==> src/rtl/round_robin_bus_scheduler.sv <==
// Round-robin owner arbitration for one shared datapath resource. It drives the
// demux/mux select and a one-hot grant vector, and revokes a grant after a hold timeout.
module round_robin_bus_scheduler #(
   parameter int NUMBER_OF_REQUESTERS = 4,
   parameter int SELECT_WIDTH         = $clog2(NUMBER_OF_REQUESTERS),
   parameter int MAX_HOLD_CYCLES      = 16,
   parameter int HOLD_COUNTER_WIDTH   = $clog2(MAX_HOLD_CYCLES + 1)
) (
   input  logic                            clock,
   input  logic                            reset,
   input  logic [NUMBER_OF_REQUESTERS-1:0] requests,
   input  logic [NUMBER_OF_REQUESTERS-1:0] releases,
   output logic [NUMBER_OF_REQUESTERS-1:0] grants,
   output logic [SELECT_WIDTH-1:0]         select,
   output logic                            busy,
   output logic                            timeoutPulse
);

   localparam logic [0:0] STATE_IDLE    = 1'b0;
   localparam logic [0:0] STATE_GRANTED = 1'b1;

   localparam logic [HOLD_COUNTER_WIDTH-1:0]   HOLD_MAX   = HOLD_COUNTER_WIDTH'(MAX_HOLD_CYCLES);
   localparam logic [HOLD_COUNTER_WIDTH-1:0]   HOLD_ONE   = HOLD_COUNTER_WIDTH'(1);
   localparam logic [HOLD_COUNTER_WIDTH-1:0]   HOLD_ZERO  = HOLD_COUNTER_WIDTH'(0);
   localparam logic [SELECT_WIDTH-1:0]         SEL_ZERO   = SELECT_WIDTH'(0);
   localparam logic [SELECT_WIDTH-1:0]         SEL_ONE    = SELECT_WIDTH'(1);
   localparam logic [SELECT_WIDTH-1:0]         LAST_INDEX = SELECT_WIDTH'(NUMBER_OF_REQUESTERS - 1);
   localparam logic [NUMBER_OF_REQUESTERS-1:0] GRANT_NONE = NUMBER_OF_REQUESTERS'(0);
   localparam logic [NUMBER_OF_REQUESTERS-1:0] GRANT_ONE  = NUMBER_OF_REQUESTERS'(1);

   logic [0:0]                      state_q,   state_d;
   logic [NUMBER_OF_REQUESTERS-1:0] grants_q,  grants_d;
   logic [SELECT_WIDTH-1:0]         select_q,  select_d;
   logic                            busy_q,    busy_d;
   logic                            timeout_q, timeout_d;
   logic [SELECT_WIDTH-1:0]         pointer_q, pointer_d;
   logic [HOLD_COUNTER_WIDTH-1:0]   hold_q,    hold_d;

   logic [SELECT_WIDTH-1:0]         winner_s;
   logic                            owner_done_s;
   logic [SELECT_WIDTH-1:0]         next_pointer_s;

   // First set request at or after ptr, wrapping; only meaningful when req != 0.
   function automatic logic [SELECT_WIDTH-1:0] pick_owner(
      input logic [NUMBER_OF_REQUESTERS-1:0] req,
      input logic [SELECT_WIDTH-1:0]         ptr
   );
      logic [SELECT_WIDTH-1:0] result;
      logic                    found;
      int                      idx;
      result = SEL_ZERO;
      found  = 1'b0;
      for (int k = 0; k < NUMBER_OF_REQUESTERS; k++) begin
         idx = int'(ptr) + k;
         if (idx >= NUMBER_OF_REQUESTERS) begin
            idx = idx - NUMBER_OF_REQUESTERS;
         end else begin
            idx = idx;
         end
         if (!found && req[idx]) begin
            result = SELECT_WIDTH'(idx);
            found  = 1'b1;
         end else begin
            result = result;
         end
      end
      return result;
   endfunction

   assign winner_s       = pick_owner(requests, pointer_q);
   assign owner_done_s   = releases[select_q] | ~requests[select_q];
   assign next_pointer_s = (select_q == LAST_INDEX) ? SEL_ZERO : select_q + SEL_ONE;

   // Next-state decode for grant, select, hold counter and round-robin pointer.
   always_comb begin
      state_d   = state_q;
      grants_d  = grants_q;
      select_d  = select_q;
      busy_d    = busy_q;
      timeout_d = 1'b0;
      pointer_d = pointer_q;
      hold_d    = hold_q;
      case (state_q)
         STATE_IDLE: begin
            if (requests != GRANT_NONE) begin
               state_d  = STATE_GRANTED;
               grants_d = GRANT_ONE << winner_s;
               select_d = winner_s;
               busy_d   = 1'b1;
               hold_d   = HOLD_ONE;
            end else begin
               grants_d = GRANT_NONE;
               busy_d   = 1'b0;
            end
         end
         STATE_GRANTED: begin
            // A release on the timeout edge wins, so the pulse only marks a true revoke.
            if (owner_done_s || (hold_q == HOLD_MAX)) begin
               state_d   = STATE_IDLE;
               grants_d  = GRANT_NONE;
               busy_d    = 1'b0;
               hold_d    = HOLD_ZERO;
               pointer_d = next_pointer_s;
               timeout_d = ~owner_done_s;
            end else begin
               hold_d = hold_q + HOLD_ONE;
            end
         end
         default: begin
            state_d  = STATE_IDLE;
            grants_d = GRANT_NONE;
            busy_d   = 1'b0;
            hold_d   = HOLD_ZERO;
         end
      endcase
   end

   // State registers; reset drops any grant without waiting for an edge.
   always_ff @(posedge clock or posedge reset) begin
      if (reset) begin
         state_q   <= STATE_IDLE;
         grants_q  <= GRANT_NONE;
         select_q  <= SEL_ZERO;
         busy_q    <= 1'b0;
         timeout_q <= 1'b0;
         pointer_q <= SEL_ZERO;
         hold_q    <= HOLD_ZERO;
      end else begin
         state_q   <= state_d;
         grants_q  <= grants_d;
         select_q  <= select_d;
         busy_q    <= busy_d;
         timeout_q <= timeout_d;
         pointer_q <= pointer_d;
         hold_q    <= hold_d;
      end
   end

   assign grants       = grants_q;
   assign select       = select_q;
   assign busy         = busy_q;
   assign timeoutPulse = timeout_q;

   round_robin_bus_scheduler_checker #(
      .NUMBER_OF_REQUESTERS(NUMBER_OF_REQUESTERS),
      .SELECT_WIDTH        (SELECT_WIDTH)
   ) u_checker (
      .clock       (clock),
      .reset       (reset),
      .grants      (grants_q),
      .select      (select_q),
      .busy        (busy_q),
      .timeoutPulse(timeout_q)
   );

endmodule

// Output invariants of the scheduler: at most one grant, and the selected
// requester is the one holding it whenever the resource is busy.
module round_robin_bus_scheduler_checker #(
   parameter int NUMBER_OF_REQUESTERS = 4,
   parameter int SELECT_WIDTH         = 2
) (
   input logic                            clock,
   input logic                            reset,
   input logic [NUMBER_OF_REQUESTERS-1:0] grants,
   input logic [SELECT_WIDTH-1:0]         select,
   input logic                            busy,
   input logic                            timeoutPulse
);

   grants_onehot0_a: assert property (@(posedge clock) disable iff (reset)
      $onehot0(grants));

   busy_selects_owner_a: assert property (@(posedge clock) disable iff (reset)
      busy |-> grants[select]);

   busy_matches_grants_a: assert property (@(posedge clock) disable iff (reset)
      busy == (grants != NUMBER_OF_REQUESTERS'(0)));

   timeout_only_when_idle_a: assert property (@(posedge clock) disable iff (reset)
      timeoutPulse |-> !busy);

endmodule

==> config.mk <==
export PLATFORM = sky130hd
export DESIGN_NAME = round_robin_bus_scheduler
export DESIGN_NICKNAME = d
export VERILOG_FILES = /design/src/rtl/round_robin_bus_scheduler.sv
export SDC_FILE = /design/constraint.sdc
export NUM_CORES = 1
export LEC_CHECK = 0
export ABC_AREA = 0
export CAP_MARGIN = 30
export CORE_MARGIN = 10
export CORE_UTILIZATION = 44
export DETAILED_ROUTE_END_ITERATION = 10
export PLACE_DENSITY = 0.84
export SETUP_SLACK_MARGIN = 0.3
export SYNTH_ARGS = -nofsm -noshare
export SYNTH_HDL_FRONTEND = slang
export SYNTH_HIERARCHICAL = 1
export SYNTH_SLANG_ARGS = --single-unit
==> constraint.sdc <==
create_clock -name clock -period 1.5 [get_ports clock]
set_input_delay 0.15 -clock clock [delete_from_list [all_inputs] [get_ports clock]]
set_output_delay 0.15 -clock clock [all_outputs]
set_load 0.005 [all_outputs]
# == Word level (Yosys, flattened, before mapping) ==
# Index checks and enable logic that the tools add are counted.
# totals
register_bits,16
output_inout_bits,8
wordCells,85
# classes
n_mux,41
n_eq_ne,4
order_cmp,9
shifts,1
addsub,9
n_reduce_logical,10
bitwise,4
# ops
cell,count
"32-bit by 4-bit < comparator with 1-bit output, second input constant",4
32-bit 2-to-1 mux,4
1-bit 2-to-1 mux,18
1-bit binary-select mux with 2-bit select,6
"3-bit by 3-bit subtractor with 4-bit output, second input constant",3
2-bit 2-to-1 mux,5
5-bit 2-to-1 mux,2
5-bit case mux with 2 select lines,1
"3-bit greater-or-equal comparator, second input constant",3
4-bit 2-to-1 mux,2
4-bit case mux with 2 select lines,1
"2-bit by 2-bit adder with 3-bit output, second input constant",2
"5-bit by 1-bit adder with 5-bit output, second input constant",1
"5-bit == test, second input constant",1
1-bit case mux with 2 select lines,2
2-bit AND reduction,2
4-bit nonzero test,1
"1-bit by 2-bit left shift with 4-bit output, first input constant",1
"2-bit by 3-bit subtractor with 4-bit output, second input constant",1
"2-bit by 1-bit adder with 3-bit output, second input constant",1
"2-bit by 3-bit greater-or-equal comparator with 1-bit output, second input constant",1
1-bit logical AND,3
1-bit zero test,3
"2-bit by 3-bit < comparator with 1-bit output, second input constant",1
7 further kinds,9

# == Longest topological paths before layout ==
# Gate-level depths: netlist of the first run.
# logic_depth
word_depth,18
mapped_depth,6
ltp_nobuf,5

# == Least setup slack after synthesis of the first run ==
# OpenSTA, ideal clock, no wires.
# synth_timing
kind,register to register
start,"reg select_q[1], in the netlist select[1]"
end,reg pointer_q[0]
n_path_buf,0
period_less_slack_ns,1.621
stages_incl_launch_ff,4
setup_ns,0.125
slack_ns,-0.121
required_time_ns,1.375
t_arrival_ns,1.496
cell_sequence,dfrtp_1 -> mux4_2 -> a21bo_2 -> mux2_4
# synth_via
elab_chain_cells,6
elab_cells_between_ends,10
cone_classes,eq/ne (1); mux (5); bitwise (2); reduce/logical (2)
# synth_rtl
element,line,rtl
start: declaration,33,"logic [SELECT_WIDTH-1:0] select_q, select_d;"
start signal: assignment,131,select_q <= select_d;
1-bit binary-select mux with 2-bit select,71,assign owner_done_s = releases[select_q] | ~requests[select_q];
1-bit 2-to-1 mux (not written as such),71,
1-bit NOT,71,
1-bit bitwise OR,71,
1-bit logical OR,98,if (owner_done_s || (hold_q == HOLD_MAX)) begin
2-bit AND reduction (no line),--,
end signal: assignment,134,pointer_q <= pointer_d;
end: declaration,36,"logic [SELECT_WIDTH-1:0] pointer_q, pointer_d;"
# Several ways; a longest one is shown, not always the timed one. The select of a mux whose other input is x is not followed.
# A chain may end at the register's enable or synchronous reset.

# == Final worst setup path of the first run ==
# Same ends and word-level chain as after synthesis.

==> results of run 1 <==
where the power goes:
| part | switching, mW | internal [mW] |
|---|---|---|
| clock network | 0.133 | 0.0933 |
| registers | 0.167 | 0.586 |
| logic | 0.499 | 0.722 |
through the flow:
step,TNS [ns],setup slack [ns],utilization
after global routing,-0.574,-0.110,0.736
after global placement,-3.60,-0.321,0.640
after CTS,-0.131,-0.0649,0.701
after floorplan,-0.658,-0.101,-
final,-0.332,-0.0898,0.736
after detailed placement,-4.23,-0.367,0.640
cell usage after synthesis, types with 2 or more instances:
cell type,instances,area share
a21oi_1,3,0.018
a32o_1,4,0.047
dfrtp_1,16,0.47
ha_1,3,0.044
inv_1,5,0.022
mux2_4,2,0.035
nand2_1,6,0.026
nand3_1,5,0.029
nor2_1,9,0.039
nor2b_1,4,0.029
o22ai_1,2,0.015
worst max-delay path, cell delays in order, from the launching register on:
cell     delay, ns
dfrtp_1       0.39
mux4_2        0.55
a21bo_2       0.25
mux2_4        0.30
flip-flops by register name, indices dropped and copies added (netlist names):
name,flops
busy,1
grants,4
hold_q,5
pointer_q,2
select,2
state_q,1
timeoutPulse,1
final timing paths:
path	from	endpoint	slack [ns]
min in group clock	grants[0]$_DFFE_PP0P_	grants[0]$_DFFE_PP0P_	0.49
max reg2reg	select[1]$_DFFE_PP0P_	pointer_q[0]$_DFFE_PP0P_	-0.09
min reg2reg	grants[0]$_DFFE_PP0P_	grants[0]$_DFFE_PP0P_	0.49
min	reset	pointer_q[0]$_DFFE_PP0P_	0.17
max	select[1]$_DFFE_PP0P_	pointer_q[0]$_DFFE_PP0P_	-0.09
max in group asynchronous	reset	state_q$_DFF_PP0_	1.13
timing repair:
item | in CTS | in global routing
gates resized for setup | 34 | 12
setup endpoints to repair | 24 | 18
buffers inserted | 2 | 4
pin swaps | 3 | 4
cloned | 0 | 0
kinds of logic after synthesis:
family,Yosys count,synth area share
fa+ha+maj,3,0.0438
xor+xnor,1,0.0102
buf+inv,7,0.0394
flops,16,0.467
simple gates,31,0.181
compound gates,18,0.159
mux,6,0.0993
per-layer routing:
layer / routed length, um / GRT usage
met3: 169 / 0.0418
met4: 99 / 0.0455
met2: 1370 / 0.204
met1: 917 / 0.113
met5: 0 / 0
cell type report:
type                            instances  share of cell area
Multi-Input combinational cell         59               0.398
Sequential cell                        16               0.307
Timing Repair Buffer                   35               0.240
Tap cell                               25              0.0238
Clock buffer                            3              0.0172
Inverter                                5              0.0143
==> results.json, run 1 <==
{
  "hold_slack_ns": 0.166,
  "power-per-cell-area_nw_per_um2": 1680,
  "yosysWarnings": 6,
  "cts_tree": "done",
  "hold_path_class": "in -> async",
  "antenna_found_initial": 0,
  "synth_cells": 82,
  "total_power_mw": 2.20,
  "start_util": 0.481,
  "status": "finished, violations left",
  "yosysUniqueCellTypes": 34,
  "p_leak_nw": 0.605,
  "area_delta_synth_final_pct": 53.1,
  "place_congestion": 0.835,
  "dp.cells": 134,
  "avgRoutedWirePerCell_um": 17.9,
  "fp-row-count": 15,
  "fin_area_sq_um": 1310,
  "setup.worst_path.end_class": "flip-flop",
  "drv_cap": 0,
  "cts.clk_slew.worst_paths_ns": 0.09,
  "gr-usage-all-layers": 0.112,
  "path_class": "reg -> reg",
  "grt_pass1_vias": 821,
  "clock_latency_ns": 0.29,
  "htreeDepth": 1,
  "ir_drop_uv": 1130,
  "drtAntennaViolNets": 0,
  "fp.dieArea_sq_um": 4110,
  "synth_area_per_cell_sq_um": 10.5,
  "cp.required_ns": 1.68,
  "hold_viol": 0,
  "netlist_area_sq_um": 857,
  "boundaryPins": 18,
  "finalClockSkew_ns": 0.00696,
  "drt_iter0_drc": 25,
  "fp.coreArea_sq_um": 1780,
  "finalWirelength_um": 2560,
  "finalNonFillerCells": 143,
  "cts_root_buf": "clkbuf_4",
  "slew_violations": 0,
  "n_fill_cell": 110,
  "die_x_um": 64.1,
  "nNetsFinal": 133,
  "synth_nets": 95,
  "antenna_cells": 0,
  "postCtsHoldBufs": 0,
  "finalSetupViolCount": 7,
  "regArea_sq_um": 403,
  "multiInputGateArea_sq_um": 522,
  "numCtsBuffers": 3,
  "slew_headroom": 0.802,
  "die_height_um": 64.1,
  "synthFlopType": "dfrtp_1",
  "mostFrequentLayoutCells": "dfrtp_1, buf_4, dlygate4sd2_1, buf_6",
  "port_buffers": 17,
  "route.detailed.drc": 0,
  "num_vias": 813,
  "grt_pass1_wl_um": 3720,
  "grt_overflow_total": 0,
  "rsz0062_at_grt": "true",
  "period_minus_slack_ns": 1.59,
  "r2r_cells": 3,
  "ys_seq_area_frac": 0.467,
  "ys_seq_elements": 16,
  "viasPerCell": 5.69,
  "cp_max_fo": 3,
  "failed_checks": "setup timing",
  "cts_buffer_depth": 2,
  "synth-async-reset-ratio": 1.00,
  "clock-sinks": 16,
  "final_layout_size_suffix_gt1_frac": 0.390,
  "setup_slack_ns": -0.0898,
  "arrival_ns": 1.77,
  "grt_max_degree": 17,
  "first_pass_iters": 4,
  "finalCritPeriodShare": 1.06,
  "worst_pin_slew_ns": 0.297,
  "synth-edff-count": 0,
  "dp_hpwl_um": 1580,
  "final_common_cell": "dfrtp_1",
  "cp-start-kind": "flip-flop",
  "timing.fmax_mhz": 629,
  "placed_area_sq_um": 1140
}
Power figures use the tool's default switching activity.
==> inputs of run 2 (changes only) <==
--- a/config.mk
+++ b/config.mk
@@ -16,3 +16,4 @@
 export SYNTH_HDL_FRONTEND = slang
 export SYNTH_HIERARCHICAL = 1
 export SYNTH_SLANG_ARGS = --single-unit
+export TNS_END_PERCENT = 20
==> results.json, run 2 (synthesized netlist as in run 1, its figures left out) <==
{
  "status": "finished, violations left",
  "failed_checks": "setup timing",
  "antenna_cells": 0,
  "dp_hpwl_um": 1670,
  "grt_overflow_total": 0,
  "cts_root_buf": "clkbuf_4",
  "p_int_mw": 1.37,
  "finalSetupViolCount": 4,
  "cp_max_fo": 3,
  "pwr-share-comb": 0.530,
  "grt_pass1_wl_um": 3900,
  "clock_latency_ns": 0.29,
  "fp-row-count": 15,
  "path_class": "reg -> reg",
  "finalCritPeriodShare": 1.06,
  "area_delta_synth_final_pct": 47.4,
  "first_pass_iters": 4,
  "cp-start-kind": "flip-flop",
  "cts_tree": "done",
  "mostFrequentLayoutCells": "dfrtp_1, buf_4, clkdlybuf4s50_1, nor2_1, dlygate4sd2_1",
  "drtAntennaViolNets": 0,
  "period_minus_slack_ns": 1.58,
  "gr-usage-all-layers": 0.116,
  "largest_reg_flops": 5,
  "cp.required_ns": 1.69,
  "fp.dieArea_sq_um": 4110,
  "fin_setup_tns_ns": -0.222,
  "boundaryPins": 18,
  "multiInputGateArea_sq_um": 512,
  "max_stage_delay_ns": 0.55,
  "pwr-share-clk": 0.136,
  "hold_path_class": "in -> async",
  "cts.clk_slew.worst_paths_ns": 0.10,
  "route.detailed.drc": 0,
  "num_vias": 773,
  "finalNonFillerCells": 140,
  "largest-register": "hold_q",
  "drt_iter0_drc": 20,
  "worstPathCellList": "mux4_2, a21bo_4, mux2_4",
  "viasPerCell": 5.52,
  "dp.cells": 133,
  "port_buffers": 17,
  "power_frac_seq": 0.334,
  "swShare": 0.360,
  "drv_cap": 0,
  "crit_family": "multiplexers",
  "finalClockSkew_ns": 0.00677,
  "ir_drop_uv": 1040,
  "timing.critical_path.buf_inv": 0,
  "hold_viol": 0,
  "numCtsBuffers": 3,
  "total_power_mw": 2.13,
  "fin_area_sq_um": 1260,
  "power-per-cell-area_nw_per_um2": 1690,
  "start_util": 0.481,
  "regArea_sq_um": 402,
  "placed_area_sq_um": 1130,
  "grt_pass1_vias": 840,
  "fp.coreArea_sq_um": 1780,
  "slew_headroom": 0.801,
  "n_fill_cell": 121,
  "grt_max_degree": 17,
  "arrival_ns": 1.77,
  "antenna_found_initial": 0,
  "nNetsFinal": 129,
  "clock-sinks": 16,
  "switching_power_mw": 0.768,
  "die_height_um": 64.1,
  "die_x_um": 64.1,
  "finalWirelength_um": 2430,
  "final_layout_size_suffix_gt1_frac": 0.322,
  "setup.worst_path.end_class": "flip-flop",
  "place_congestion": 0.862,
  "fin_util": 0.709,
  "timing.fmax_mhz": 631,
  "avgRoutedWirePerCell_um": 17.4,
  "slew_violations": 0,
  "p_leak_nw": 0.577,
  "critPathSlowestCell": "mux4_2",
  "worst_pin_slew_ns": 0.297,
  "setup_slack_ns": -0.0841,
  "htreeDepth": 1,
  "rsz0062_at_grt": "true",
  "cts_buffer_depth": 2,
  "final_common_cell": "dfrtp_1"
}
-- run 2: changes by cell type in the layout (fill, tap and decap cells not counted), sizes merged --
cell and change:
clkdlybuf4s50 +3, dlygate4sd2 -3, buf -3
-- run 2: worst register-to-register path, delay by kind of cell (launching register included) --
kind | cells | cell delay, ns
flip-flops | 1 | 0.38
multiplexers | 2 | 0.84
AO/OA/AOI/OAI | 1 | 0.25
-- run 2: what timing repair did --
item	4_1_cts	5_1_grt
setup endpoints to repair	24	17
hold buffers	0	0
pin swaps	12	9
gates resized for setup	30	5
buffers inserted	0	3
-- run 2: area by class of cell --
class | instances | area share
well taps | 25 | 0.0248
multi-input cells | 59 | 0.405
flip-flops and latches | 16 | 0.318
clock buffers | 4 | 0.0287
inverters | 5 | 0.0149
repair buffers | 31 | 0.209
-- run 2: metal layers --
| layer | vias up | track usage | wire length (um) |
|---|---|---|---|
| met2 | 13 | 0.213 | 1320 |
| met5 | - | 0 | 0 |
| li1 | 365 | - | - |
| met1 | 391 | 0.122 | 980 |
| met3 | 4 | 0.0383 | 116 |
| met4 | 0 | 0.0348 | 16 |
-- run 2: path summary, 6_finish.rpt --
kind,from,end,slack [ns],depth (start not counted)
min in group clock,grants[0]$_DFFE_PP0P_,grants[0]$_DFFE_PP0P_,0.50,1
setup / recovery,select[1]$_DFFE_PP0P_,pointer_q[0]$_DFFE_PP0P_,-0.08,3
hold / removal,reset,hold_q[2]$_DFFE_PP0P_,0.15,3
setup reg to reg,select[1]$_DFFE_PP0P_,pointer_q[0]$_DFFE_PP0P_,-0.08,3
hold reg to reg,grants[0]$_DFFE_PP0P_,grants[0]$_DFFE_PP0P_,0.50,1
max in group asynchronous,reset,pointer_q[1]$_DFFE_PP0P_,1.15,3
-- run 2: metrics by stage --
| step | setup WS, ns | hold slack (ns) |
|---|---|---|
| floorplan | -0.101 | 0.0637 |
| global placement | -0.323 | 0.460 |
| detailed placement | -0.390 | 0.473 |
| CTS | -0.0713 | 0.156 |
| global route | -0.121 | 0.164 |
| finish | -0.0841 | 0.151 |
-- run 2: power groups by stage --
stage | logic [mW] | registers (mW) | clock network (mW)
global route | 1.22 | 0.731 | 0.311
CTS | 1.02 | 0.708 | 0.292
global placement | 0.932 | 0.692 | 0
finish | 1.13 | 0.712 | 0.291
floorplan | 0.527 | 0.707 | 0
detailed placement | 0.976 | 0.702 | 0
==> inputs of run 3 (changes only) <==
--- a/config.mk
+++ b/config.mk
@@ -6,7 +6,6 @@
 export NUM_CORES = 1
 export LEC_CHECK = 0
 export ABC_AREA = 0
-export CAP_MARGIN = 30
 export CORE_MARGIN = 10
 export CORE_UTILIZATION = 44
 export DETAILED_ROUTE_END_ITERATION = 10
==> results of run 3 <==
Same layout as run 2: the final DEF is identical, and so are final timing and power.
